===== config.mk =====
export PLATFORM = sky130hd
export DESIGN_NAME = mipi_csi2_pkt_rx
export DESIGN_NICKNAME = d
export VERILOG_FILES = /design/src/rtl/mipi_csi2_pkt_rx.sv
export SDC_FILE = /design/constraint.sdc
export NUM_CORES = 1
export LEC_CHECK = 0
export CAP_MARGIN = 40
export CELL_PAD_IN_SITES_DETAIL_PLACEMENT = 1
export CELL_PAD_IN_SITES_GLOBAL_PLACEMENT = 1
export CORE_UTILIZATION = 40
export CTS_CLUSTER_DIAMETER = 100
export DETAILED_ROUTE_END_ITERATION = 8
export GPL_TIMING_DRIVEN = 0
export MAX_ROUTING_LAYER = met4
export PLACE_DENSITY_LB_ADDON = 0.2
export SLEW_MARGIN = 5
export SYNTH_ARGS = -nofsm -noshare
export SYNTH_HDL_FRONTEND = slang
export SYNTH_SLANG_ARGS = --single-unit

===== constraint.sdc =====
create_clock -name clk -period 2.2 [get_ports clk]
set_input_delay 0.44 -clock clk [delete_from_list [all_inputs] [get_ports clk]]
set_output_delay 0.44 -clock clk [all_outputs]
set_load 0.1 [all_outputs]

===== src/rtl/mipi_csi2_pkt_rx.sv =====
// -----------------------------------------------------------------------------
// mipi_csi2_pkt_rx
//
// Byte-level CSI-2 packet deframer. Takes the merged HS byte stream from the
// lane merger / SoT detector and splits it into a per-packet header record,
// a payload byte stream and a CRC verdict. The header ECC is checked but
// not corrected. The payload CRC-16 is checked. ECC and CRC errors are
// counted in saturating counters.
//
// Ports
//   clk, resetn         clock, asynchronous active-low reset
//   s_valid/s_data      input byte stream (always accepted, no backpressure)
//   s_sot               with s_valid: byte is the DI byte of a new burst
//   hdr_*               header record; hdr_valid is a one-cycle pulse and
//                       the fields hold until the next header
//   pld_valid/data/last payload bytes, one cycle after their input byte
//   crc_valid/crc_err   CRC verdict pulse (received != computed)
//   abort               one-cycle pulse: packet in progress cut by s_sot
//   ecc_err_cnt         saturating count of headers with a bad ECC
//   crc_err_cnt         saturating count of packets with a bad CRC
// -----------------------------------------------------------------------------
module mipi_csi2_pkt_rx #(
  parameter int unsigned CNT_W       = 16,
  parameter logic [5:0]  LONG_DT_MIN = 6'h10
) (
  input  logic             clk,
  input  logic             resetn,
  input  logic             s_valid,
  input  logic [7:0]       s_data,
  input  logic             s_sot,
  output logic             hdr_valid,
  output logic [1:0]       hdr_vc,
  output logic [5:0]       hdr_dt,
  output logic [15:0]      hdr_wc,
  output logic             hdr_long,
  output logic             hdr_ecc_err,
  output logic             pld_valid,
  output logic [7:0]       pld_data,
  output logic             pld_last,
  output logic             crc_valid,
  output logic             crc_err,
  output logic             abort,
  output logic [CNT_W-1:0] ecc_err_cnt,
  output logic [CNT_W-1:0] crc_err_cnt
);

  typedef enum logic [2:0] {
    IDLE,  // next byte is DI
    H1,    // next byte is WC[7:0]
    H2,    // next byte is WC[15:8]
    ECC,   // next byte is ECC
    PLD,   // payload bytes
    CRC0,  // next byte is CRC[7:0]
    CRC1   // next byte is CRC[15:8]
  } state_t;

  // CSI-2 header Hamming parity over D[23:0] = {WC[15:8], WC[7:0], DI}.
  function automatic logic [5:0] ecc_parity(input logic [23:0] d);
    logic [5:0] p;
    p[0] = d[0]^d[1]^d[2]^d[4]^d[5]^d[7]^d[10]^d[11]^d[13]^d[16]^d[20]^d[21]^d[22]^d[23];
    p[1] = d[0]^d[1]^d[3]^d[4]^d[6]^d[8]^d[10]^d[12]^d[14]^d[17]^d[20]^d[21]^d[22]^d[23];
    p[2] = d[0]^d[2]^d[3]^d[5]^d[6]^d[9]^d[11]^d[12]^d[15]^d[18]^d[20]^d[21]^d[22];
    p[3] = d[1]^d[2]^d[3]^d[7]^d[8]^d[9]^d[13]^d[14]^d[15]^d[19]^d[20]^d[21]^d[23];
    p[4] = d[4]^d[5]^d[6]^d[7]^d[8]^d[9]^d[16]^d[17]^d[18]^d[19]^d[20]^d[22]^d[23];
    p[5] = d[10]^d[11]^d[12]^d[13]^d[14]^d[15]^d[16]^d[17]^d[18]^d[19]^d[21]^d[22]^d[23];
    return p;
  endfunction

  // CRC-16 x^16+x^12+x^5+1, reflected (0x8408), one byte LSB first.
  function automatic logic [15:0] crc16_byte(input logic [15:0] crc_in,
                                             input logic [7:0]  data);
    logic [15:0] c;
    logic        fb;
    c = crc_in;
    for (int i = 0; i < 8; i++) begin
      fb = c[0] ^ data[i];
      c  = c >> 1;
      if (fb) c = c ^ 16'h8408;
    end
    return c;
  endfunction

  state_t           r_state;
  state_t           w_state_nxt;

  logic [7:0]       r_di;
  logic [7:0]       r_wc_lo;
  logic [7:0]       r_wc_hi;
  logic [15:0]      r_cnt;        // payload bytes still to come
  logic [15:0]      r_crc;        // running payload CRC
  logic [7:0]       r_rx_crc_lo;

  logic             r_hdr_valid;
  logic [1:0]       r_hdr_vc;
  logic [5:0]       r_hdr_dt;
  logic [15:0]      r_hdr_wc;
  logic             r_hdr_long;
  logic             r_hdr_ecc_err;
  logic             r_pld_valid;
  logic [7:0]       r_pld_data;
  logic             r_pld_last;
  logic             r_crc_valid;
  logic             r_crc_err;
  logic             r_abort;
  logic [CNT_W-1:0] r_ecc_cnt;
  logic [CNT_W-1:0] r_crc_cnt;

  logic [15:0]      w_wc;
  logic [5:0]       w_syndrome;
  logic             w_is_long;
  logic             w_pld_end;

  assign w_wc       = {r_wc_hi, r_wc_lo};
  // Only meaningful in ECC state, where s_data carries the ECC byte.
  assign w_syndrome = ecc_parity({r_wc_hi, r_wc_lo, r_di}) ^ s_data[5:0];
  assign w_is_long  = (r_di[5:0] >= LONG_DT_MIN);
  // Counter is loaded with WC and counts down, so WC = 16'hFFFF never wraps.
  assign w_pld_end  = (r_cnt == 16'd1);

  // ---------------------------------------------------------------------------
  // FSM: state register
  // ---------------------------------------------------------------------------
  // NOTE: clocked blocks use non-blocking (<=) so every register samples the
  // pre-edge values; combinational blocks use blocking (=).
  always_ff @(posedge clk or negedge resetn) begin
    if (!resetn) r_state <= IDLE;
    else         r_state <= w_state_nxt;
  end

  // ---------------------------------------------------------------------------
  // FSM: next state
  // ---------------------------------------------------------------------------
  always_comb begin
    // NOTE: default first so every path assigns w_state_nxt; otherwise a
    // latch is inferred.
    w_state_nxt = r_state;
    if (s_valid) begin
      if (s_sot) begin
        w_state_nxt = H1;
      end else begin
        case (r_state)
          IDLE: w_state_nxt = H1;
          H1:   w_state_nxt = H2;
          H2:   w_state_nxt = ECC;
          ECC: begin
            // A bad syndrome means WC is untrusted: drop the payload.
            if ((w_syndrome != 6'd0) || !w_is_long) w_state_nxt = IDLE;
            else if (w_wc == 16'd0)                 w_state_nxt = CRC0;
            else                                    w_state_nxt = PLD;
          end
          PLD:  if (w_pld_end) w_state_nxt = CRC0;
          CRC0: w_state_nxt = CRC1;
          CRC1: w_state_nxt = IDLE;
          default: w_state_nxt = IDLE;
        endcase
      end
    end
  end

  // ---------------------------------------------------------------------------
  // Datapath and output registers
  // ---------------------------------------------------------------------------
  always_ff @(posedge clk or negedge resetn) begin
    if (!resetn) begin
      r_di          <= '0;
      r_wc_lo       <= '0;
      r_wc_hi       <= '0;
      r_cnt         <= '0;
      r_crc         <= '0;
      r_rx_crc_lo   <= '0;
      r_hdr_valid   <= 1'b0;
      r_hdr_vc      <= '0;
      r_hdr_dt      <= '0;
      r_hdr_wc      <= '0;
      r_hdr_long    <= 1'b0;
      r_hdr_ecc_err <= 1'b0;
      r_pld_valid   <= 1'b0;
      r_pld_data    <= '0;
      r_pld_last    <= 1'b0;
      r_crc_valid   <= 1'b0;
      r_crc_err     <= 1'b0;
      r_abort       <= 1'b0;
    end else begin
      // Pulses default low, so they also drop while the input is stalled.
      r_hdr_valid <= 1'b0;
      r_pld_valid <= 1'b0;
      r_pld_last  <= 1'b0;
      r_crc_valid <= 1'b0;
      r_abort     <= 1'b0;

      if (s_valid) begin
        if (s_sot || (r_state == IDLE)) begin
          r_di    <= s_data;
          r_abort <= s_sot && (r_state != IDLE);
        end else begin
          case (r_state)
            H1: r_wc_lo <= s_data;
            H2: r_wc_hi <= s_data;
            ECC: begin
              r_hdr_valid   <= 1'b1;
              r_hdr_vc      <= r_di[7:6];
              r_hdr_dt      <= r_di[5:0];
              r_hdr_wc      <= w_wc;
              r_hdr_long    <= w_is_long;
              r_hdr_ecc_err <= (w_syndrome != 6'd0);
              r_cnt         <= w_wc;
              r_crc         <= 16'hFFFF;
            end
            PLD: begin
              r_pld_valid <= 1'b1;
              r_pld_data  <= s_data;
              r_pld_last  <= w_pld_end;
              r_crc       <= crc16_byte(r_crc, s_data);
              r_cnt       <= r_cnt - 16'd1;
            end
            CRC0: r_rx_crc_lo <= s_data;
            CRC1: begin
              r_crc_valid <= 1'b1;
              r_crc_err   <= ({s_data, r_rx_crc_lo} != r_crc);
            end
            default: ;
          endcase
        end
      end
    end
  end

  // ---------------------------------------------------------------------------
  // Saturating error counters, stepped by the registered verdict pulses
  // ---------------------------------------------------------------------------
  always_ff @(posedge clk or negedge resetn) begin
    if (!resetn) begin
      r_ecc_cnt <= '0;
      r_crc_cnt <= '0;
    end else begin
      if (r_hdr_valid && r_hdr_ecc_err && (r_ecc_cnt != {CNT_W{1'b1}}))
        r_ecc_cnt <= r_ecc_cnt + CNT_W'(1);
      if (r_crc_valid && r_crc_err && (r_crc_cnt != {CNT_W{1'b1}}))
        r_crc_cnt <= r_crc_cnt + CNT_W'(1);
    end
  end

  assign hdr_valid   = r_hdr_valid;
  assign hdr_vc      = r_hdr_vc;
  assign hdr_dt      = r_hdr_dt;
  assign hdr_wc      = r_hdr_wc;
  assign hdr_long    = r_hdr_long;
  assign hdr_ecc_err = r_hdr_ecc_err;
  assign pld_valid   = r_pld_valid;
  assign pld_data    = r_pld_data;
  assign pld_last    = r_pld_last;
  assign crc_valid   = r_crc_valid;
  assign crc_err     = r_crc_err;
  assign abort       = r_abort;
  assign ecc_err_cnt = r_ecc_cnt;
  assign crc_err_cnt = r_crc_cnt;

endmodule

### Yosys cells after proc, flatten, opt, wreduce, memory -nomap -nowiden

Cells that the tools add are included.

| storage, ports and cells | value |
|---|---|
| output and inout port bits | 72 |
| register bits after elaboration | 139 |
| input bits | 12 |
| word-level logic and storage cells | 199 |

| cells by class | value |
|---|---|
| equal/unequal tests | 11 |
| reductions and logical operators | 22 |
| bitwise logic cells | 91 |
| multiplexer cells | 50 |
| $add $sub $neg | 3 |
| order comparisons | 1 |

Operators by type and width:

| operator | number |
|---|---|
| 2-to-1 mux 16 bit | 29 |
| XOR 1 bit | 81 |
| one-hot mux 16 bit (2 select lines) | 2 |
| adder 16 x 1 -> 16 bit, second input constant | 2 |
| inequality test 16 bit, second input constant | 2 |
| NOT 2 -> 3 bit | 8 |
| AND reduction 3 bit | 7 |
| one-hot mux 3 bit (6 select lines) | 1 |
| == test 16 x 1 -> 1 bit, second input constant | 1 |
| zero test 16 bit | 1 |
| inequality test 16 bit | 1 |
| subtractor 16 x 1 -> 16 bit, second input constant | 1 |
| 2-to-1 mux 1 bit | 15 |
| == test 3 bit, second input constant | 3 |
| 2-to-1 mux 3 bit | 3 |
| == test 3 x 2 -> 1 bit, second input constant | 2 |
| greater-or-equal comparator 6 x 5 -> 1 bit, second input constant | 1 |
| nonzero test 6 bit | 1 |
| XOR 6 bit | 1 |
| logical AND 1 bit | 5 |
| AND reduction 2 bit | 2 |
| == test 3 x 1 -> 1 bit, second input constant | 1 |
| zero test 3 bit | 1 |
| inequality test 3 bit, second input constant | 1 |
| other kinds (5) | 6 |

### Longest topological paths before layout

| logic depth | value |
|---|---|
| depth after elaboration | 38 |
| depth in mapped cells | 8 |
| gate-level depth less buffers | 7 |

### Worst setup path before layout

OpenSTA, ideal clock, no wires.

| timing path | value |
|---|---|
| path kind | reg2reg |
| start | reg r_crc_cnt[0], in the netlist crc_err_cnt[0] |
| end | reg r_crc_cnt[13], in the netlist crc_err_cnt[13] |
| period minus slack after synthesis | 2.507 ns |
| stages on the path, launching flop included | 8 |
| library setup time | 0.163 ns |
| buffers on the path | 1 |
| required time | 2.037 ns |
| setup slack | -0.307 ns |
| arrival | 2.344 ns |
| cell sequence | dfrtp_1 -> ha_1 -> nand2_1 -> nor4_1 -> or3_1 -> clkbuf_1 -> nor3_1 -> xor2_1 |

| between the ends | value |
|---|---|
| longest elaborated chain between the ends | 2 |
| elaborated cells on any way between the ends | 3 |
| those cells by class | add/sub (1); eq/ne (1); reduce/logical (1) |

Ends and longest elaborated chain:

| what | RTL line | source |
|---|---|---|
| start, declared | 106 | `logic [CNT_W-1:0] r_crc_cnt;` |
| start signal, assigned | 239 | `r_crc_cnt <= r_crc_cnt + CNT_W'(1);` |
| parallel branches: the longest is 2 deep, another holds adder 16 x 1 -> 16 bit | - |  |

Several ways; the timed one is not identified.
A chain may end at the register's enable or synchronous reset.

### Final worst setup path

| timing path | value |
|---|---|
| start | reg r_cnt[1] |
| end | reg r_cnt[10] |

| between the ends | value |
|---|---|
| longest elaborated chain between the ends | 2 |

Ends and longest elaborated chain:

| what | RTL line | source |
|---|---|---|
| start, declared | 89 | `logic [15:0] r_cnt;` |
| start signal, assigned | 206 | `r_cnt <= w_wc;` |
| start signal, assigned | 214 | `r_cnt <= r_cnt - 16'd1;` |
| subtractor 16 x 1 -> 16 bit | 214 |  |
| one-hot mux 16 bit (2 select lines) | 196 | `case (r_state)` |

No other way between the ends.

==> summary.txt <==
Min path
  • Worst min-delay path category: in -> async

Placement
  • Inst Count DP: ~1000
  • Worst slack at placement: -682 ps
  • Placed cell areas: just over 9000 sq um
  • Post-DP HPWL: ~15 mm
  • Port buffer count: 75
  • GPL Wtd Cong: 0.833

Finish
  • Fraction of layout cells with a size suffix above 1: 0.253
  • Design area: between 9000 and 10000 sq um
  • Post-layout util: 0.594
  • # diodes: 0
  • Area Growth Syn to Fin: 43.7%
  • Final non-filler cell total: roughly 1100
  • Fillers: roughly 1800
  • Post-layout nets: 848

Setup path
  • CP arrival: about 2500 ps
  • Crit-path cells: inv_2 > ha_4 > or3b_4 > or3_4 > or3_4 > o32a_1 > o21a_1
  • Worst setup path class: reg -> reg
  • CP startpoint kind: register
  • Crit path top cell by count: or3_4
  • Worst-path fanout max: 3
  • CP Capture Type: register
  • FF-to-FF setup slack: -30 ps
  • Largest delay share family, worst path: simple AND/OR/NAND/NOR gates
  • Slowest cell on crit path: dfrtp_1
  • CP max stage delay: 400 ps
  • Crit path buf inv count: 1
  • CP Data Required Time: approximately 2500 ps

Floorplan
  • Die area: about 18000 sq um
  • Rows: 47
  • IO Count: 84
  • Total core area: between 15000 and 20000 sq um
  • Starting Density: 0.413
  • DIE HEIGHT: between 100 and 150 um
  • Die width: 133 um

Global route
  • First-pass GRT wire length: around 34 mm
  • Vias in the first global route: between 6000 and 7000
  • Total gr overflow: 0
  • Initial antenna violation count: 0
  • Largest net degree at the start of global routing: 72
  • Tot GR Track Use: 0.258

Synth
  • Synthesis Warnings: 0
  • Largest family of logic cells by synthesized area: XOR/XNOR gates
  • Fraction of synthesized area in multiplexers: 0.0565
  • Flops & latches, synth: approximately 140
  • Synth Area in Compound Gates: 0.0719
  • Number of synthesized flops with an enable pin: 0
  • Mean post-synth cell area: 10.5 sq um
  • Post-Synth Adder-Cell Area: 0.0109
  • Post-Synthesis Cells: around 660
  • Ys flop type: dfrtp_1
  • Yosys top cell area share: 0.504
  • Post-synth top area cell: dfrtp_1
  • Ys async rst share: 1.00
  • Simple-gate share of the synthesized area: 0.163
  • Mapped cell area: about 6900 sq um
  • Synth Area in XOR/XNOR: 0.167
  • Syn Nets: ~680
  • Area contributors post-synth: dfrtp_1 (50%), xnor2_1 (8.8%), nand2_1 (6.9%)
  • Share of the yosys chip area belonging to registers: 0.504
  • Synth cell types: 50

Pwr
  • Power share of the clock group: 0.213
  • Combinational share of power: 0.508
  • Pleak: 4.40 nW
  • Sw power: 5.86 mW
  • Net Sw Frac: 0.417
  • Cell Pwr Density: about 1400 nW/um^2
  • P_int: roughly 8.2 mW
  • Pwr Total: 14.1 mW
  • Max VDD drop: 0.931 mV
  • Sequential power share: 0.279

STA
  • Clk_skew: roughly 11 ps
  • RSZ-0062 raised after global routing: true
  • Fin crit share: 1.01
  • Final Hold Fails: 0
  • WHS: approximately 32 ps
  • Final Critical Period: around 2200 ps
  • Slew @ Worst Pin: 823 ps
  • Max_slew headroom: 0.447
  • Setup Total Neg Slack: -25.3 ps
  • Slew Limit Fails: 0
  • F_max: ~450 MHz
  • # setup viols final: 1
  • Final worst setup slack: -25.3 ps

Detailed routing
  • Initial DRT Pass Iterations: 4
  • Via density: about 5.3
  • DRC viols: 0
  • DRT Wirelength: between 20 and 25 mm
  • Number of DRC markers in iteration 0: roughly 210
  • Drt wl/cell: between 15 and 20 um
  • Vias post-DR: 5596
  • DRT antenna net count: 0

Clock network
  • CTS Hold Bufs: 0
  • Root Driver: clkbuf_16
  • Max Root-Sink Buffers: 2
  • CTS sink cnt: roughly 140
  • Cts bufs inserted: 17
  • Htree depth: 4
  • Clock Latency Late Sink: about 420 ps
  • Clock slew at reported path FFs: ~60 ps
  • CTS tree: yes

Outcome
  • Failing checks: setup timing
  • Status: complete, but fails checks

Run
  • Total of max-cap violations: 0
## placed cells by master, fill, tap and decap left out, types with 6 or more instances in the layout
cell / Yosys / layout
a21oi_1: 32 / 31
and3_1: 10 / 10
buf_2: 6 / 6
buf_4: 0 / 9
buf_8: 0 / 69
clkbuf_1: 25 / 17
clkbuf_16: 0 / 17
clkdlybuf4s50_1: 0 / 74
dfrtp_1: 139 / 112
dfrtp_2: 0 / 27
inv_1: 12 / 10
mux2_2: 32 / 32
nand2_1: 127 / 126
nand3_1: 16 / 16
nand4_1: 15 / 15
nor2_1: 32 / 31
nor3_1: 16 / 15
o21ai_0: 16 / 15
xnor2_1: 69 / 67
xnor3_1: 14 / 13
xor2_1: 21 / 20
## final timing paths
| path | startpoint | end | cells after the start |
|---|---|---|---|
| setup / recovery | r_cnt[1] | r_cnt[10] | 7 |
| hold / removal | resetn | ecc_err_cnt[11] | 1 |
| setup reg to reg | r_cnt[1] | r_cnt[10] | 7 |
| hold reg to reg | hdr_wc[12] | hdr_wc[12] | 2 |
| max in group asynchronous | resetn | crc_err_cnt[4] | 2 |
| min in group clk | s_data[1] | pld_data[1] | 3 |
## cell families after synthesis
family / after synthesis
flops: 139
fa+ha+maj: 6
buf+inv: 46
simple gates: 247
compound gates: 80
xor+xnor: 106
mux: 35
## what timing repair did
item | 4_1_cts | 5_1_grt
resized for setup | 24 | 14
pin swaps | 4 | 1
setup endpoints to repair | 63 | 36
setup buffers | 5 | 2
## flip-flops by register name (all words and copies together), names as in the netlist, 3 cells and up
name,cells
r_cnt,16
r_wc_hi,8
crc_err_cnt,16
r_di,8
hdr_wc,16
r_crc,16
ecc_err_cnt,16
r_rx_crc_lo,8
r_state,3
hdr_dt,6
pld_data,8
r_wc_lo,8
## power groups by stage
stage	clock [mW]	sequential, mW	combinational, mW
after floorplan	0	5.61	2.69
after global placement	0	3.84	5.62
after detailed placement	0	3.90	6.83
after CTS	3.05	3.90	7.03
after global routing	3.15	4.00	7.50
final	3.00	3.92	7.14
## final cells by class
type                       count  area [sq um]  share of cell area
clock buffer                  21           480              0.0484
buffer                        31           145              0.0146
multi-input combinational    474          3380               0.340
sequential                   139          3510               0.354
inverter                      12          45.0             0.00454
tap                          220           275              0.0277
timing repair buffer         155          1950               0.197
clock inverter                10           139              0.0140
## metal layers
layer  vias up  global-route usage  wire length, um
li1       2587                   -                -
met1      2866               0.308             8640
met2       109               0.440            10900
met3        34              0.0479              713
met4         0              0.0795              425
met5         -                   -                0
## Yosys cell counts (4+ instances only)
master and n:
o21ai_0 16, ha_1 6, nand3_1 16, nand2_1 127, and3_1 10, a32oi_1 5
mux2_2 32, nor2b_1 4, xor2_1 21, or3_1 5, xnor3_1 14, a31oi_1 5
nor4_1 8, a21oi_1 32, nand4_1 15, clkbuf_1 25, inv_1 12, nor2_1 32
xnor2_1 69, nor3_1 16, buf_2 6, dfrtp_1 139
## worst reg2reg max path: stages (launching register included)
cell	delay, ps
dfrtp_1	400
inv_2	90
ha_4	140
or3b_4	380
or3_4	380
or3_4	330
o32a_1	300
o21a_1	110
Power figures use the tool's default switching activity.
